$ cat config.mk
export PLATFORM = sky130hd
export DESIGN_NAME = axil_cmd_master
export DESIGN_NICKNAME = d
export VERILOG_FILES = /design/src/rtl/axil_cmd_master.sv
export SDC_FILE = /design/constraint.sdc
export NUM_CORES = 1
export LEC_CHECK = 0
export ABC_AREA = 1
export CAP_MARGIN = 15
export CELL_PAD_IN_SITES_DETAIL_PLACEMENT = 2
export CELL_PAD_IN_SITES_GLOBAL_PLACEMENT = 2
export CORE_MARGIN = 2
export CORE_UTILIZATION = 26
export DETAILED_ROUTE_END_ITERATION = 10
export PLACE_DENSITY = 0.89
export SLEW_MARGIN = 10
export SYNTH_ARGS = -nofsm -noshare
export SYNTH_HDL_FRONTEND = slang
export SYNTH_SLANG_ARGS = --single-unit
export TNS_END_PERCENT = 50
$ cat constraint.sdc
create_clock -name clk -period 2.5 [get_ports clk]
set_clock_uncertainty 0.1 [all_clocks]
set_input_delay 0.375 -clock clk [delete_from_list [all_inputs] [get_ports clk]]
set_output_delay 0.375 -clock clk [all_outputs]
set_load 0.01 [all_outputs]
$ cat src/rtl/axil_cmd_master.sv
// Command-to-AXI4-Lite master bridge: one outstanding read or write at a time,
// result returned on a valid/ready response port with a saturating error count.
`timescale 1ns/1ps
module axil_cmd_master #(
   parameter int DATA_WIDTH = 32,
   parameter int ADDR_WIDTH = 32,
   parameter int STRB_WIDTH = DATA_WIDTH/8
) (
   input  logic                  clk,
   input  logic                  rst,

   input  logic                  cmd_valid,
   output logic                  cmd_ready,
   input  logic [1:0]            cmd_op,
   input  logic [ADDR_WIDTH-1:0] cmd_addr,
   input  logic [DATA_WIDTH-1:0] cmd_wdata,
   input  logic [STRB_WIDTH-1:0] cmd_wstrb,
   input  logic [2:0]            cmd_prot,

   output logic                  rsp_valid,
   input  logic                  rsp_ready,
   output logic [1:0]            rsp_op,
   output logic [DATA_WIDTH-1:0] rsp_data,
   output logic [1:0]            rsp_resp,
   output logic [7:0]            err_cnt,

   output logic [ADDR_WIDTH-1:0] s_axil_awaddr,
   output logic [2:0]            s_axil_awprot,
   output logic                  s_axil_awvalid,
   input  logic                  s_axil_awready,

   output logic [DATA_WIDTH-1:0] s_axil_wdata,
   output logic [STRB_WIDTH-1:0] s_axil_wstrb,
   output logic                  s_axil_wvalid,
   input  logic                  s_axil_wready,

   input  logic [1:0]            s_axil_bresp,
   input  logic                  s_axil_bvalid,
   output logic                  s_axil_bready,

   output logic [ADDR_WIDTH-1:0] s_axil_araddr,
   output logic [2:0]            s_axil_arprot,
   output logic                  s_axil_arvalid,
   input  logic                  s_axil_arready,

   input  logic [DATA_WIDTH-1:0] s_axil_rdata,
   input  logic [1:0]            s_axil_rresp,
   input  logic                  s_axil_rvalid,
   output logic                  s_axil_rready
);

   // state   | meaning
   // IDLE    | cmd_ready high, waiting for a command
   // WRITE   | AW and W valids up, each drops on its own handshake
   // WR_RESP | both write handshakes done, waiting for B
   // RD_ADDR | arvalid up, waiting for AR handshake
   // RD_DATA | rready up, waiting for R
   // RESP    | rsp_valid up, waiting for rsp_ready
   typedef enum logic [2:0] {
      IDLE, WRITE, WR_RESP, RD_ADDR, RD_DATA, RESP
   } state_t;

   state_t     state;
   logic       aw_done;
   logic       w_done;
   logic [7:0] err_inc;

   // A channel counts as done if it already handshook or handshakes this cycle.
   assign aw_done = !s_axil_awvalid || s_axil_awready;
   assign w_done  = !s_axil_wvalid  || s_axil_wready;
   assign err_inc = (err_cnt == 8'hff) ? err_cnt : err_cnt + 8'd1;

   always_ff @(posedge clk or negedge rst) begin
      if (!rst) begin
         state          <= IDLE;
         cmd_ready      <= 1'b0;
         rsp_valid      <= 1'b0;
         rsp_op         <= '0;
         rsp_data       <= '0;
         rsp_resp       <= '0;
         err_cnt        <= '0;
         s_axil_awaddr  <= '0;
         s_axil_awprot  <= '0;
         s_axil_awvalid <= 1'b0;
         s_axil_wdata   <= '0;
         s_axil_wstrb   <= '0;
         s_axil_wvalid  <= 1'b0;
         s_axil_bready  <= 1'b0;
         s_axil_araddr  <= '0;
         s_axil_arprot  <= '0;
         s_axil_arvalid <= 1'b0;
         s_axil_rready  <= 1'b0;
      end else begin
         case (state)
            IDLE: begin
               if (cmd_valid && cmd_ready) begin
                  cmd_ready <= 1'b0;
                  rsp_op    <= cmd_op;
                  case (cmd_op)
                     2'b01: begin
                        s_axil_awaddr  <= cmd_addr;
                        s_axil_awprot  <= cmd_prot;
                        s_axil_wdata   <= cmd_wdata;
                        s_axil_wstrb   <= cmd_wstrb;
                        s_axil_awvalid <= 1'b1;
                        s_axil_wvalid  <= 1'b1;
                        s_axil_bready  <= 1'b1;
                        state          <= WRITE;
                     end
                     2'b10: begin
                        s_axil_araddr  <= cmd_addr;
                        s_axil_arprot  <= cmd_prot;
                        s_axil_arvalid <= 1'b1;
                        state          <= RD_ADDR;
                     end
                     default: begin
                        rsp_valid <= 1'b1;
                        rsp_data  <= '0;
                        rsp_resp  <= 2'b10;
                        err_cnt   <= err_inc;
                        state     <= RESP;
                     end
                  endcase
               end else begin
                  cmd_ready <= 1'b1;
               end
            end
            WRITE: begin
               if (s_axil_awvalid && s_axil_awready) s_axil_awvalid <= 1'b0;
               if (s_axil_wvalid && s_axil_wready)   s_axil_wvalid  <= 1'b0;
               if (aw_done && w_done) state <= WR_RESP;
            end
            WR_RESP: begin
               if (s_axil_bvalid) begin
                  s_axil_bready <= 1'b0;
                  rsp_valid     <= 1'b1;
                  rsp_data      <= '0;
                  rsp_resp      <= s_axil_bresp;
                  if (s_axil_bresp != 2'b00) err_cnt <= err_inc;
                  state         <= RESP;
               end
            end
            RD_ADDR: begin
               if (s_axil_arready) begin
                  s_axil_arvalid <= 1'b0;
                  s_axil_rready  <= 1'b1;
                  state          <= RD_DATA;
               end
            end
            RD_DATA: begin
               if (s_axil_rvalid) begin
                  s_axil_rready <= 1'b0;
                  rsp_valid     <= 1'b1;
                  rsp_data      <= s_axil_rdata;
                  rsp_resp      <= s_axil_rresp;
                  if (s_axil_rresp != 2'b00) err_cnt <= err_inc;
                  state         <= RESP;
               end
            end
            RESP: begin
               if (rsp_ready) begin
                  rsp_valid <= 1'b0;
                  cmd_ready <= 1'b1;
                  state     <= IDLE;
               end
            end
            default: state <= IDLE;
         endcase
      end
   end

endmodule

* After elaboration in Yosys (flattened, before gate mapping) *
Cells that the tools add are included.

word-level totals
  logic and storage cells = 122
  register bits = 160
  input port bits = 118
  output and inout bits = 157

cells by class
  add/subtract/negate cells = 1
  mux-type cells = 50
  reduce and logical (&&, ||, !) cells = 32
  eq/ne operators = 21

operators by type and width
  operator               number
  $mux W32               4
  $pmux W32 S3           1
  $mux W8                7
  $pmux W8 S3            1
  $ne A2 B2 Y1 const B   11
  $mux W3                6
  $pmux W3 S6            1
  $mux W1                17
  $reduce_and A4 Y1      4
  $reduce_bool A2 Y1     7
  $pmux W1 S2            6
  $reduce_and A6 Y1      2
  $reduce_and A3 Y1      3
  $add A8 B1 Y8 const B  1
  $eq A8 B8 Y1 const B   1
  $mux W2                4
  $reduce_and A7 Y1      1
  $eq A3 B2 Y1 const B   2
  $eq A3 B3 Y1 const B   2
  $pmux W2 S3            1
  $pmux W3 S2            1
  $reduce_and A5 Y1      1
  $logic_and A1 B1 Y1    4
  $ne A2 B1 Y1 const B   2
  11 further kinds       14

* Logic depth before layout (Yosys ltp) *
  depth after elaboration = 5
  gate-level depth with buffers = 10
  depth with buffers taken out = 9

* Least setup slack after synthesis *
Ideal clock, no wire load.

  path kind = input-to-reg
  from = input port cmd_op[0]
  to = register rsp_data[0]
  stages = 10
  required time = 2.283 ns
  path buffers = 1
  library setup time = 0.117 ns
  slack = 0.892 ns
  arrival = 1.391 ns
  cell sequence = inv_1 -> ha_1 -> inv_1 -> nand3_1 -> nand2_2 -> nor2_8 -> nand2_4 -> buf_6 -> nand2_1 -> nand2_1

between the ends
  word-level cells in the longest chain between the ends = 4
  elaborated cells on any way between the ends = 5
  classes of those cells = eq/ne: 3; reduce/logical: 2

RTL lines
  item                                          line  text
  start: declaration                            14    input logic [1:0] cmd_op,
  $eq A2 B2 Y1 or $eq A2 B1 Y1 (tied branches)  99    case (cmd_op)
  $reduce_or A2 Y1 (no source line) *           -
  $ne A2 B2 Y1 (no source line) *               -
  $reduce_and A5 Y1 (no source line) *          -
  end signal: assignment                        154   rsp_data <= s_axil_rdata;
  end: declaration                              23    output logic [DATA_WIDTH-1:0] rsp_data,

Every way passes the cells marked *; elsewhere a longest branch is shown, timed or not.
A chain may end at the register's enable or synchronous reset.

* Final worst setup path *
  from = register state[1]
  to = register err_cnt[1]

between the ends
  word-level cells in the longest chain between the ends = 3
  elaborated cells on any way between the ends = 12
  classes of those cells = eq/ne: 8; mux: 1; reduce/logical: 3

RTL lines
  item                                                                 line  text
  start: declaration                                                   63    state_t state;
  start signal: assignment                                             75    state <= IDLE;
  start signal: assignment                                             108   state <= WRITE;
  start signal: assignment                                             114   state <= RD_ADDR;
  $eq A3 B3 Y1, or another cell as far along                           94    case (state)
  $ne A2 B2 Y1 (no source line) or $reduce_bool A3 Y1 (tied branches)  -
  $reduce_and A7 Y1 (no source line)                                   -
  end signal: assignment                                               120   err_cnt <= err_inc;
  end signal: assignment                                               139   if (s_axil_bresp != 2'b00) err_cnt <= err_inc;
  end signal: assignment                                               156   if (s_axil_rresp != 2'b00) err_cnt <= err_inc;
  end: declaration                                                     25    output logic [7:0] err_cnt,

Parallel ways exist; a longest one is shown, timed or not.

==> summary by stage <==
Run status
The flow ran to the end, and the final reports show no timing, DRC or antenna violations.

Timing
Dividing the final minimum period by the clock period gives 83.74%. The final max-slew violation count is 0. The slew of the pin with the lowest slew margin is 0.5820 ns.

For this run, the top clock speed supported by timing is 477.7 MHz. Setup violations remaining at the end of the flow were counted as 0. For the final routed database, the setup TNS stands at 0 ns. After layout, the minimum clock period comes to 2.094 ns.

Setup repair after global routing left no endpoint under its margin. Headroom to the max-slew limit came out at 61.20%. The number of hold violations in the final report is 0.

Worst hold path
The min-delay analysis places its worst path in the category primary input to asynchronous set/reset pin.

Final layout
In the layout the commonest cells are 273 x clkdlybuf4s50_1, 272 x nand2_1, 160 x dfrtp_1. In the final layout, the multi-input gates occupy ~2400 sq um. Fill cells in the final layout number 2877. The area growth from synthesis to layout is 53.51%. In the final layout, the share of cells above drive strength 1 is 6.159%. The number of nets in the final layout is 1213. The library cell used most frequently in the layout, excluding fill and tap cells, is clkdlybuf4s50_1. The register area is 4004 sq um. The final instance area is approximately 11000 sq um.

Global route
The number of antenna violations at the first check in global routing was 2. Entering global routing, the biggest net connects 72 pins. The number of global-route vias before repair is 7581.

The first global-routing pass estimated 43180 um of wire. Global routing used 19.62% of the available tracks across all layers. Summed over all layers, the global routing overflow is 0.

Setup path
The data required time of the critical path is 2.71 ns. Among the stages of the critical path, the cell type that occurs most often is nand2_1. The number of buffer and inverter instances along the worst setup path is 1. On the critical path, the stage with the largest delay is an instance of dfrtp_1. The worst register-to-register path ends at err_cnt[1].

Among cell families on the critical path, the largest total delay comes from simple AND/OR/NAND/NOR gates. The worst setup path is captured at a flip-flop. The signal on the critical path passes through nand2_1 -> inv_1 -> nor2_2 -> nand2_1 -> nor2_2 -> nand2_2 -> nand2_1 -> nand2_1. The setup path with the least slack is of type flip-flop to flip-flop.

Across all register-to-register paths, the minimum setup slack is 0.41 ns. Along the worst path, the maximum fanout reaches 13. The startpoint kind of the worst setup timing path is a flip-flop. Measured in cells, the most critical reg-to-reg path has a length of 8.

The largest single stage delay on the critical path is approximately 0.59 ns. The arrival time at the worst endpoint is 2.30 ns. The startpoint identified for the worst register-to-register timing path is state[1].

Synth
The post-synth design cell area is 6959 sq um. The commonest register cell after synthesis is dfrtp_1. Counting every instance in the synthesized netlist gives around 820. For this run, asynchronously set or reset flops after synthesis account for 100.0%. The synthesized netlist net count is 946.

The synthesis warning total is 0. The number of flops mapped to enable cells by yosys is 0. The sequential cell area fraction in the yosys report is 57.53%. The mean post-synth cell area is 8.446 sq um. The register bit total from synthesis is 160. The number of different library cells in the post-synthesis netlist is 25.

Routing
The post-detailed-route count of antenna-violating nets is 0. After detailed routing, the average wire length per cell comes to roughly 19 um. After detailed routing, the number of vias per cell comes to 4.642. The number of optimization iterations in the first detailed-route pass is 4.

In the routed design, unresolved DRC markers number 0. The detailed router finished its first iteration with 391 violations. For this block, the routed nets add up to 27040 um of wire.

The total via count after detailed routing is 6689.

Clock tree
Clock tree synthesis inserted a total of 17 buffers. The clock passes through at most 2 buffers. The clock sink total is between 150 and 200. After clock tree synthesis, the clock-pin slew on the worst setup and hold paths is 0.08 ns.

TritonCTS built the clock tree. The H-tree generated during clock tree synthesis spans 4 levels. The setup fix buffers added after clock tree synthesis is 0. In this run, post-CTS repair resized a total of 0 instances. The later pin in the worst-skew pair is clocked with a latency of about 0.42 ns. The CTS root buffer is clkbuf_16.

Placement
Buffers placed on the I/O ports in this run total 274. The half-perimeter wire length after detailed placement is 19420 um. The final weighted congestion of routability-driven global placement is 0.7765.

The area of placed instances is 10070 sq um.

Job
The count of maximum capacitance violations is 0.

Pwr
The static leakage is 5.302 nW. The areal power density over the cells is 1219 nW/um^2. VDD sags by at most 0.0004162 V.

The overall power after layout is ~13 mW.

Floorplan
The horizontal extent of the die is 167.6 um. Measured along the y axis, the die boundary spans 167.6 um. The floorplan step defined a core boundary enclosing approximately 26000 sq um.

The overall die area is 28090 sq um. The initial utilization of the core area, before any placement, comes to about a quarter. The floorplan has between 50 and 60 rows. The number of top-level pins is approximately 280.
## layout make-up
cell class / count / area share, %
flip-flops and latches: 160 / 37.48
repair buffers: 289 / 27.47
multi-input cells: 528 / 22.18
clock buffers: 17 / 3.982
well taps: 335 / 3.924
inverters: 95 / 3.338
clock inverters: 15 / 1.581
diodes: 2 / 0.04685
## registers in the layout (all words and copies together) (netlist names), 2 cells and up
signal / flops
err_cnt: 8
rsp_data: 32
rsp_op: 2
rsp_resp: 2
s_axil_araddr: 32
s_axil_arprot: 3
s_axil_awaddr: 32
s_axil_awprot: 3
s_axil_wdata: 32
s_axil_wstrb: 4
state: 3
## cell families (layout without fill, tap and decap cells)
kind of cell / after synthesis / count (layout) / synth area share (%)
adder cells (fa/ha/maj): 4 / 4 / 0.7192
AND/OR/NAND/NOR: 437 / 437 / 26.77
AO/OA/AOI/OAI: 84 / 84 / 6.077
buffers and inverters: 136 / 416 / 8.522
flip-flops: 160 / 160 / 57.53
XOR/XNOR: 3 / 3 / 0.3776
other: 0 / 2 / 0
## routing by layer
| layer | vias to the layer above | GRT usage (%) | wire length, um |
|---|---|---|---|
| met4 | 0 | 4.197 | 324 |
| met1 | 3344 | 22.80 | 11070 |
| li1 | 3101 | - | - |
| met3 | 27 | 6.145 | 1975 |
| met5 | - | 0 | 0 |
| met2 | 217 | 35.47 | 13670 |
## power by group
group	total, mW	internal, mW	switching, mW
sequential	4.52	3.71	0.815
clock	2.66	1.35	1.31
combinational	5.84	2.81	3.03
## how the worst max path moves through the flow
stage | start | slack, ns | cells after the start | endpoint
final | state[1] | 0.41 | 8 | err_cnt[1]
after global routing | state[1] | 0.22 | 8 | err_cnt[5]
after CTS | state[2] | 0.41 | 7 | rsp_data[28]
after detailed placement | cmd_op[0] | 0.06 | 10 | rsp_data[31]
after global placement | cmd_op[0] | 0.19 | 10 | rsp_resp[1]
after floorplan | cmd_op[0] | 0.89 | 10 | rsp_data[0]
## metrics by stage
step	hold WS, ns	util, %	instances	setup WS (ns)
after global placement	0.2411	38.44	1406	0.1876
after CTS	0.3650	40.74	1439	0.4079
after floorplan	-0.02059	-	824	0.8920
after global routing	0.3800	40.75	1440	0.2227
final	0.3456	40.76	1441	0.4065
after detailed placement	0.2463	38.44	1406	0.06449
## worst reg2reg max path, stage by stage, from the launching register on
cell     delay, ns
dfrtp_1       0.59
nand2_1       0.16
inv_1         0.07
nor2_2        0.22
nand2_1       0.11
nor2_2        0.35
nand2_2       0.21
nand2_1       0.12
nand2_1       0.06
## cell usage after synthesis, types with 4 or more instances
library cell | n | area [sq um]
a21oi_1 | 6 | 30.03
buf_2 | 15 | 75.07
buf_4 | 5 | 37.54
buf_6 | 6 | 67.56
clkbuf_1 | 15 | 56.30
dfrtp_1 | 160 | 4004
ha_1 | 4 | 50.05
inv_1 | 92 | 345.3
nand2_1 | 272 | 1021
nand2_2 | 6 | 37.54
nand3_1 | 96 | 480.5
nand4_1 | 4 | 25.02
nor2_1 | 47 | 176.4
nor2_4 | 4 | 45.04
o21ai_0 | 63 | 315.3
o21ai_1 | 14 | 70.07
## timing repair
action                                  in CTS  in global routing
endpoints found under the hold margin       42                  0
endpoints found under the setup margin       0                  0
hold buffers                                 1                  0
(Power assumes the default switching activity.)
